--- src/rtl/seq101_pkg.sv ---
// seq101_pkg
//   Shared definitions for the "101" frame generator and its detector.
//   Contents:
//     FRAME_LEN_DEF / MAX_COUNT_DEF : default frame length and count ceiling
//     ENC_W                         : width of the raw encode_frame() result
//     det_state_e                   : overlapping "101" detector states S0..S3
//     gen_state_e                   : generator states GEN_IDLE/GEN_SEND/GEN_DONE
//     encode_frame(n)               : frame pattern with n overlapping "101"s
package seq101_pkg;

  localparam int FRAME_LEN_DEF = 10;
  localparam int MAX_COUNT_DEF = 4;

  // Frames up to this many bits can be produced; callers truncate with a cast.
  localparam int ENC_W = 64;

  // S0: nothing useful seen, S1: "1", S2: "10", S3: "101" just completed.
  typedef enum logic [1:0] {
    S0 = 2'd0,
    S1 = 2'd1,
    S2 = 2'd2,
    S3 = 2'd3
  } det_state_e;

  typedef enum logic [1:0] {
    GEN_IDLE = 2'd0,
    GEN_SEND = 2'd1,
    GEN_DONE = 2'd2
  } gen_state_e;

  // Ones on even indices 0..2n give exactly n overlapping "101" occurrences.
  function automatic logic [ENC_W-1:0] encode_frame(input int unsigned n);
    logic [ENC_W-1:0] f;
    f = '0;
    for (int unsigned i = 32'd0; i < 32'd64; i++) begin
      if ((n != 32'd0) && (i[0] == 1'b0) && (i <= (n << 1))) begin
        f[i] = 1'b1;
      end else begin
        f[i] = 1'b0;
      end
    end
    return f;
  endfunction

endpackage

--- src/rtl/seq101_frame_generator_monitor.sv ---
// seq101_monitor
//   Overlapping "101" detector with a saturating occurrence counter.
//   Ports:
//     clk, rst (async, active-high)
//     clear   : synchronous restart of detector state and count
//     bit_in  : serial bit to examine
//     bit_en  : bit_in is consumed this cycle
//     count   : number of "101" occurrences since the last clear (saturates)
module seq101_monitor
  import seq101_pkg::*;
#(
  parameter int CNT_W = 3
) (
  input  logic             clk,
  input  logic             rst,
  input  logic             clear,
  input  logic             bit_in,
  input  logic             bit_en,
  output logic [CNT_W-1:0] count
);

  det_state_e       state_q, state_d;
  logic [CNT_W-1:0] count_q, count_d;

  // State and counter registers.
  always_ff @(posedge clk or posedge rst) begin
    if (rst) begin
      state_q <= S0;
      count_q <= '0;
    end else begin
      state_q <= state_d;
      count_q <= count_d;
    end
  end

  // Next-state logic; S3 falls back to S1/S2 so overlapping patterns count.
  always_comb begin
    state_d = state_q;
    if (clear) begin
      state_d = S0;
    end else if (bit_en) begin
      case (state_q)
        S0:      state_d = bit_in ? S1 : S0;
        S1:      state_d = bit_in ? S1 : S2;
        S2:      state_d = bit_in ? S3 : S0;
        S3:      state_d = bit_in ? S1 : S2;
        default: state_d = S0;
      endcase
    end else begin
      state_d = state_q;
    end
  end

  // Count a hit on the S2 -> S3 transition, holding at all-ones.
  always_comb begin
    count_d = count_q;
    if (clear) begin
      count_d = '0;
    end else if (bit_en && bit_in && (state_q == S2) && (count_q != {CNT_W{1'b1}})) begin
      count_d = count_q + {{(CNT_W-1){1'b0}}, 1'b1};
    end else begin
      count_d = count_q;
    end
  end

  assign count = count_q;

endmodule

--- src/rtl/seq101_frame_generator.sv ---
// seq101_frame_generator
//   Builds a FRAME_LEN-bit frame holding min(count_req, MAX_COUNT) overlapping
//   "101" occurrences and streams it out LSB (index 0) first over valid/ready,
//   while also presenting it as a parallel word.
//   Ports:
//     clk, rst (async, active-high)
//     start, count_req          : frame request, sampled only when idle
//     ser_bit/ser_valid/ser_last: serial stream, ser_ready accepts a bit
//     word_out                  : current/last frame, held until next start
//     busy, done                : frame in progress / one-cycle completion pulse
//     ovf_sat                   : last captured count_req exceeded MAX_COUNT
//   Optional build macro SEQ101_SELFCHECK_EN adds a seq101_monitor on the
//   accepted bits and a sticky check_err output flagging count mismatches.
module seq101_frame_generator
  import seq101_pkg::*;
#(
  parameter int FRAME_LEN = FRAME_LEN_DEF,
  parameter int MAX_COUNT = MAX_COUNT_DEF,
  parameter int CNT_W     = 3,
  parameter int IDX_W     = 4
) (
  input  logic                 clk,
  input  logic                 rst,
  input  logic                 start,
  input  logic [CNT_W-1:0]     count_req,
  output logic                 ser_bit,
  output logic                 ser_valid,
  input  logic                 ser_ready,
  output logic                 ser_last,
  output logic [FRAME_LEN-1:0] word_out,
  output logic                 busy,
  output logic                 done,
  output logic                 ovf_sat
`ifdef SEQ101_SELFCHECK_EN
  ,
  output logic                 check_err
`endif
);

  localparam logic [IDX_W-1:0] LAST_IDX = IDX_W'(FRAME_LEN - 1);
  localparam logic [CNT_W-1:0] MAX_CNT  = CNT_W'(MAX_COUNT);

  gen_state_e           state_q, state_d;
  logic [IDX_W-1:0]     index_q, index_d;
  logic [FRAME_LEN-1:0] word_q, word_d;
  logic                 ser_bit_q, ser_bit_d;
  logic                 ser_valid_q, ser_valid_d;
  logic                 ser_last_q, ser_last_d;
  logic                 busy_q, busy_d;
  logic                 done_q, done_d;
  logic                 ovf_q, ovf_d;

  logic                 req_ovf_s;
  logic [CNT_W-1:0]     n_sat_s;
  logic [FRAME_LEN-1:0] word_enc_s;
  logic [IDX_W-1:0]     index_nxt_s;

  // Saturate the request and encode the candidate frame.
  always_comb begin
    req_ovf_s   = (count_req > MAX_CNT);
    n_sat_s     = req_ovf_s ? MAX_CNT : count_req;
    word_enc_s  = FRAME_LEN'(encode_frame(32'(n_sat_s)));
    index_nxt_s = index_q + {{(IDX_W-1){1'b0}}, 1'b1};
  end

  // State register and all registered outputs.
  always_ff @(posedge clk or posedge rst) begin
    if (rst) begin
      state_q     <= GEN_IDLE;
      index_q     <= '0;
      word_q      <= '0;
      ser_bit_q   <= 1'b0;
      ser_valid_q <= 1'b0;
      ser_last_q  <= 1'b0;
      busy_q      <= 1'b0;
      done_q      <= 1'b0;
      ovf_q       <= 1'b0;
    end else begin
      state_q     <= state_d;
      index_q     <= index_d;
      word_q      <= word_d;
      ser_bit_q   <= ser_bit_d;
      ser_valid_q <= ser_valid_d;
      ser_last_q  <= ser_last_d;
      busy_q      <= busy_d;
      done_q      <= done_d;
      ovf_q       <= ovf_d;
    end
  end

  // Next-state logic.
  always_comb begin
    state_d = state_q;
    case (state_q)
      GEN_IDLE: begin
        if (start) begin
          state_d = GEN_SEND;
        end else begin
          state_d = GEN_IDLE;
        end
      end
      GEN_SEND: begin
        if (ser_ready && (index_q == LAST_IDX)) begin
          state_d = GEN_DONE;
        end else begin
          state_d = GEN_SEND;
        end
      end
      GEN_DONE: state_d = GEN_IDLE;
      default:  state_d = GEN_IDLE;
    endcase
  end

  // Next values of the registered outputs; they are computed one cycle ahead
  // so ser_valid/ser_bit never depend combinationally on ser_ready.
  always_comb begin
    index_d     = index_q;
    word_d      = word_q;
    ser_bit_d   = ser_bit_q;
    ser_valid_d = ser_valid_q;
    ser_last_d  = ser_last_q;
    busy_d      = busy_q;
    done_d      = 1'b0;
    ovf_d       = ovf_q;
    case (state_q)
      GEN_IDLE: begin
        if (start) begin
          word_d      = word_enc_s;
          index_d     = '0;
          ser_bit_d   = word_enc_s[0];
          ser_valid_d = 1'b1;
          ser_last_d  = (LAST_IDX == '0);
          busy_d      = 1'b1;
          ovf_d       = req_ovf_s;
        end else begin
          ser_valid_d = 1'b0;
          busy_d      = 1'b0;
        end
      end
      GEN_SEND: begin
        if (ser_ready && (index_q == LAST_IDX)) begin
          ser_bit_d   = 1'b0;
          ser_valid_d = 1'b0;
          ser_last_d  = 1'b0;
          busy_d      = 1'b0;
          done_d      = 1'b1;
        end else if (ser_ready) begin
          index_d    = index_nxt_s;
          ser_bit_d  = word_q[index_nxt_s];
          ser_last_d = (index_nxt_s == LAST_IDX);
        end else begin
          index_d = index_q;
        end
      end
      GEN_DONE: begin
        ser_valid_d = 1'b0;
        busy_d      = 1'b0;
      end
      default: begin
        index_d     = '0;
        ser_bit_d   = 1'b0;
        ser_valid_d = 1'b0;
        ser_last_d  = 1'b0;
        busy_d      = 1'b0;
      end
    endcase
  end

  assign ser_bit   = ser_bit_q;
  assign ser_valid = ser_valid_q;
  assign ser_last  = ser_last_q;
  assign word_out  = word_q;
  assign busy      = busy_q;
  assign done      = done_q;
  assign ovf_sat   = ovf_q;

`ifdef SEQ101_SELFCHECK_EN
  logic [CNT_W-1:0] n_q, n_d;
  logic [CNT_W-1:0] mon_count_s;
  logic             check_err_q, check_err_d;
  logic             start_acc_s;
  logic             bit_acc_s;

  // Frame-start and bit-accept strobes that drive the monitor.
  always_comb begin
    start_acc_s = (state_q == GEN_IDLE) && start;
    bit_acc_s   = (state_q == GEN_SEND) && ser_ready;
  end

  seq101_monitor #(
    .CNT_W(CNT_W)
  ) u_monitor (
    .clk    (clk),
    .rst    (rst),
    .clear  (start_acc_s),
    .bit_in (ser_bit_q),
    .bit_en (bit_acc_s),
    .count  (mon_count_s)
  );

  // Requested count capture and sticky mismatch flag.
  always_ff @(posedge clk or posedge rst) begin
    if (rst) begin
      n_q         <= '0;
      check_err_q <= 1'b0;
    end else begin
      n_q         <= n_d;
      check_err_q <= check_err_d;
    end
  end

  // The monitor has absorbed the last bit by the DONE cycle, so compare there.
  always_comb begin
    n_d         = start_acc_s ? n_sat_s : n_q;
    check_err_d = check_err_q;
    if ((state_q == GEN_DONE) && (mon_count_s != n_q)) begin
      check_err_d = 1'b1;
    end else begin
      check_err_d = check_err_q;
    end
  end

  assign check_err = check_err_q;
`endif

endmodule

--- config.mk ---
export PLATFORM = sky130hd
export DESIGN_NAME = seq101_frame_generator
export DESIGN_NICKNAME = d
export VERILOG_FILES = /design/src/rtl/seq101_pkg.sv /design/src/rtl/seq101_frame_generator_monitor.sv /design/src/rtl/seq101_frame_generator.sv
export SDC_FILE = /design/constraint.sdc
export NUM_CORES = 1
export LEC_CHECK = 0
export BUFFER_PORTS_ARGS = -buffer_cell sky130_fd_sc_hd__buf_2
export CAP_MARGIN = 20
export CORE_MARGIN = 4
export CORE_UTILIZATION = 53
export CTS_BUF_LIST = sky130_fd_sc_hd__clkbuf_2 sky130_fd_sc_hd__clkbuf_4 sky130_fd_sc_hd__clkbuf_8
export DETAILED_ROUTE_END_ITERATION = 8
export PLACE_DENSITY_LB_ADDON = 0.3
export SLEW_MARGIN = 0
export SYNTH_ARGS = -nofsm -noshare
export SYNTH_HDL_FRONTEND = slang
export SYNTH_HIERARCHICAL = 1
export SYNTH_SLANG_ARGS = --single-unit
--- constraint.sdc ---
create_clock -name clk -period 1.7 [get_ports clk]
set_input_delay 0.085 -clock clk [delete_from_list [all_inputs] [get_ports clk]]
set_output_delay 0.085 -clock clk [all_outputs]
set_load 0.1 [all_outputs]
# [Yosys cells after proc, flatten, opt, wreduce, memory -nomap -nowiden]
# Cells that the tools add are included.
[op_classes] addsub=1 order_cmp=7 n_eq_ne=9 muxes=28 bitwise=1 reduce_logical=11
[op_table] operator="$mux W1" count=17
[op_table] operator="$mux W4" count=3
[op_table] operator="$pmux W4 S3" count=1
[op_table] operator="$eq A4 B4 Y1 const B" count=2
[op_table] operator="$le A3 B4 Y1 const A" count=2
[op_table] operator="$ne A2 B2 Y1 const B" count=4
[op_table] operator="$logic_and A1 B1 Y1" count=6
[op_table] operator="$pmux W1 S3" count=2
[op_table] operator="$lt A4 B5 Y1 const B" count=1
[op_table] operator="$add A4 B1 Y4 const B" count=1
[op_table] operator="$bmux W1 S4" count=1
[op_table] operator="$le A1 B4 Y1 const A" count=1
[op_table] operator="$le A2 B4 Y1 const A" count=1
[op_table] operator="$le A4 B4 Y1 const A" count=1
[op_table] operator="$pmux W2 S2" count=1
[op_table] operator="$reduce_and A4 Y1" count=1
[op_table] operator="$gt A3 B3 Y1 const B" count=1
[op_table] operator="$mux W3" count=1
[op_table] operator="$ne A3 B3 Y1 const B" count=1
[op_table] operator="$reduce_and A3 Y1" count=1
[op_table] operator="$reduce_bool A3 Y1" count=1
[op_table] operator="$eq A2 B1 Y1 const B" count=1
[op_table] operator="$eq A2 B2 Y1 const B" count=1
[op_table] operator="$logic_not A2 Y1" count=1
[op_table] operator="4 further kinds" count=4
[word_totals] ff_bits=16 in_bits=7 wordCells=65

# [Depth between registers and ports, before layout]
[depth] ltp_word=7 depth_mapped=6 ltp_nobuf=6

# [Least setup slack after synthesis]
# OpenSTA, ideal clock, no wires.
[synth_timing] path_kind="register -> register" startpoint="register word_q[8], in the netlist word_out[8]" endpoint="register ser_bit_q, in the netlist ser_bit" setup_time_ps=101 arrival_ps=1468 setup_slack_ps=131 path_stages_with_launch=4 period_less_slack_ps=1569 path_cell_list="dfrtp_1 -> nor2b_1 -> mux2i_1 -> o311ai_2"
[synth_between] elab_chain_cells=5
[synth_rtl] item="start: declaration" line_no="seq101_frame_generator.sv:45" rtl="logic [FRAME_LEN-1:0] word_q, word_d;"
[synth_rtl] item="start signal: assignment" line_no="seq101_frame_generator.sv:81" rtl="word_q <= word_d;"
[synth_rtl] item="$bmux W1 S4" line_no="seq101_frame_generator.sv:149" rtl="ser_bit_d = word_q[index_nxt_s];"
[synth_rtl] item="$mux W1 (not written as such)" line_no="seq101_frame_generator.sv:149"
[synth_rtl] item="$mux W1" line_no="seq101_frame_generator.sv:147" rtl="end else if (ser_ready) begin"
[synth_rtl] item="$mux W1" line_no="seq101_frame_generator.sv:141" rtl="if (ser_ready && (index_q == LAST_IDX)) begin"
[synth_rtl] item="$pmux W1 S3" line_no="seq101_frame_generator.sv:125" rtl="case (state_q)"
[synth_rtl] item="end signal: assignment" line_no="seq101_frame_generator.sv:82" rtl="ser_bit_q <= ser_bit_d;"
[synth_rtl] item="end: declaration" line_no="seq101_frame_generator.sv:46" rtl="logic ser_bit_q, ser_bit_d;"
# Every way passes these cells. The select of a mux whose other input is x is not followed.
# A chain may end at the register's enable or synchronous reset.

# [Worst setup path in the final report]
[layout_timing] startpoint="register index_q[0]" endpoint="register ser_bit_q, in the netlist ser_bit"
[layout_between] elab_chain_cells=6 word_cells_on_any_way=10
[layout_rtl] item="start: declaration" line_no="seq101_frame_generator.sv:44" rtl="logic [IDX_W-1:0] index_q, index_d;"
[layout_rtl] item="start signal: assignment" line_no="seq101_frame_generator.sv:80" rtl="index_q <= index_d;"
[layout_rtl] item="$add A4 B1 Y4" line_no="seq101_frame_generator.sv:63" rtl="index_nxt_s = index_q + {{(IDX_W-1){1'b0}}, 1'b1};"
[layout_rtl] item="$bmux W1 S4" line_no="seq101_frame_generator.sv:149"
[layout_rtl] item="$mux W1 (not written as such)" line_no="seq101_frame_generator.sv:149"
[layout_rtl] item="$mux W1" line_no="seq101_frame_generator.sv:147"
[layout_rtl] item="$mux W1" line_no="seq101_frame_generator.sv:141"
[layout_rtl] item="$pmux W1 S3" line_no="seq101_frame_generator.sv:125"
# Parallel ways exist; a longest one is shown, timed or not. The select of a mux whose other input is x is not followed.

==> results.md <==
- IO Pins: 23
- DR pass1 iterations: 4
- Tcrit/Tclk final: between 90% and 100%
- Worst Max-Slew Pin Slew: 0.5633 ns
- Mean Syn Cell Area: 10.23 um2
- DIE WIDTH: 47.53 um
- Post-route minimum period: 1.535 ns
- Post-Syn Area: 828.3 um2
- CTS Sinks: 15
- Die H: 47.53 um
- Initial Util: a little under three fifths
- Final GP Congestion: just over 0.8
- First-pass GRT wire length: 2.456 mm
- Sequential-to-total area share from yosys stat: 45.32%
- Clock buffer depth: 2
- CP startpoint: index_q[0]
- Std cell rows: 14
- CP Buf/Inv Count: 0
- Crit Path Max Fanout: 7
- Setup crit start kind: register
- Synth area leader: dfrtp_1
- Fin Setup TNS: 0 ns
- Initial antenna violation count: 0
- Post-route ant nets: 0
- Critical path endpoint category: register
- Vias in the first global route: 545
- Hold path cells: 2
- Antenna cells: 0
- DR WL met2: 697 um
- Final nets: 110
- Most frequent cells in the layout: 17 x buf_2, 15 x dfrtp_1, 9 x nand2_1
- Hold_sp: count_req[2]
- Largest cells by area after synthesis: dfrtp_1 45%, buf_4 6.3%, ha_1 4.5%
- Most common cell after layout, fill and taps aside: buf_2
- Reg2reg path depth: 5
- H-tree levels: 1
- Routed vias: 604
- Status: complete, no violations
- Synth Register Bits: 15
- Unrepaired setup endpoints after global routing: no
- Met3 wire len: 88 um
- Die area: between 2000 and 2500 um2
- Share of cells above drive strength 1: 31.31%
- Normalized max-slew margin: between 60% and 70%
- Syn-to-layout area delta: 11.33%
- Placed insts: 110
- Worst setup path class: register to register
- Critical Path Max Stage Delay: 0.45 ns
- Drt drc: 0
- Worst path required time: 1.89 ns
- Highest routed layer: met4
- GRT overflow: 0
- Clock slew at reported path FFs: around 0.09 ns
- Maxcap violations: 0
- Final setup viols: 0
- Met1 Routed Length: 678 um
- Fin cells: 115
- Arrival @ worst endpoint: 1.73 ns
- Slowest stage cell, crit path: dfrtp_1
- Fmax: 0.6515 GHz
- Clock Tree Root: clkbuf_4
- FF-to-FF setup slack: 0.17 ns
- Hold Fails Final Rpt: 0
- Fin. max-slew vios: 0
- TritonCTS clock tree: done
- Wire length after detailed routing: 1.498 mm
- Core area: 1489 um2
- Post-synth cell types: 31
- Largest net degree at the start of global routing: 16
- Clock Latency Late Sink: ~0.28 ns
- Cell family with the largest share of critical-path delay: simple AND/OR/NAND/NOR gates
- Final HPWL DP: ~1.2 mm
- Routed vias/inst: 5.252
- Synth warn: 6
- TritonCTS Buffers: 3
- Post-synth top area share: 45.32%
- Port Buffers: 17
- Avg WL per Cell: between 10 and 15 um
- Min-delay worst type: input pin to register
- CP Cell Sequence: ha_1 -> and4b_4 -> nor2_4 -> nand2_2 -> o311ai_2
- Worst path depth: 5
- Mapped Cells: about 80
- Worst r2r src: index_q[0]
- Clock skew: 0.001478 ns
- Total track usage: between 10% and 20%
- Initial DRC count: 14
==> final cells by class <==
type / instances / area [um2]
clock buffers: 3 / 22.52
clock inverters: 1 / 5.005
fillers: 125 / 566.8
inverters: 3 / 11.26
multi-input cells: 59 / 392.9
flip-flops and latches: 15 / 375.4
well taps: 16 / 20.02
repair buffers: 18 / 95.09
==> path summary, 6_finish.rpt <==
path | endpoint
min | word_out[8]
min in group asynchronous | ser_valid
min reg2reg | ser_last
max | ser_bit
max reg2reg | ser_bit
max in group asynchronous | word_out[0]
==> metal layers <==
layer / track usage, % / up-vias
li1: - / 306
met1: 21.40 / 274
met2: 24.33 / 19
met3: 3.383 / 5
met4: 8.065 / 0
met5: 0 / -
==> synthesized netlist by cell type <==
master and number:
mux2i_1 2, buf_4 7, nor2_1 4, a32o_1 1, mux2_4 1, conb_1 1, ha_1 3, or3b_4 1
nand3_1 3, nor3_1 3, a21oi_2 1, o21ai_0 4, nand2_1 9, dfrtp_1 15, buf_6 1, o21ai_1 7
xor2_2 1, a21o_1 1, o31ai_1 1, o311ai_2 1, and4b_4 1, nor2b_1 1, o2bb2ai_1 1, a21oi_1 1
and2_4 1, inv_1 3, nand2_2 2, nand2b_1 1, nand4b_1 1, xnor2_1 1, nor2_4 1
==> flip-flops by register name (all words and copies together) (netlist names) <==
| name | flops |
|---|---|
| index_q | 4 |
| word_out | 4 |
| state_q | 2 |
| done | 1 |
| ovf_sat | 1 |
| ser_bit | 1 |
| ser_last | 1 |
| ser_valid | 1 |
==> cells by family after synthesis <==
| kind of cell | after synthesis | synth area share, % |
|---|---|---|
| mux | 3 | 4.229 |
| buf+inv | 11 | 9.063 |
| other cells | 1 | 0.4527 |
| fa+ha+maj | 3 | 4.532 |
| flops | 15 | 45.32 |
| compound gates | 18 | 14.35 |
| xor+xnor | 2 | 3.022 |
| simple gates | 28 | 19.03 |
==> what timing repair did <==
item	in CTS	in global routing
gates resized for setup	0	0
hold buffers	1	0
setup endpoints to repair	0	0
hold endpoints to repair	15	0
buffers inserted	0	0
==> per-stage QoR <==
step	worst slack, ns	area, um2	hold slack [ns]	util (%)
2_1_floorplan	0.1310	843.3	-0.01352	-
3_3_place_gp	0.2739	884.6	0.1575	59.41
3_5_place_dp	0.1868	884.6	0.1695	59.41
4_1_cts	0.1631	922.1	0.08610	61.93
5_1_grt	0.07693	922.1	0.09544	61.93
6_report	0.1651	922.1	0.08900	61.93
Power is left out: the tool's default activity adds up to more than one toggle a clock period on the data nets, which glitch-free logic cannot reach.
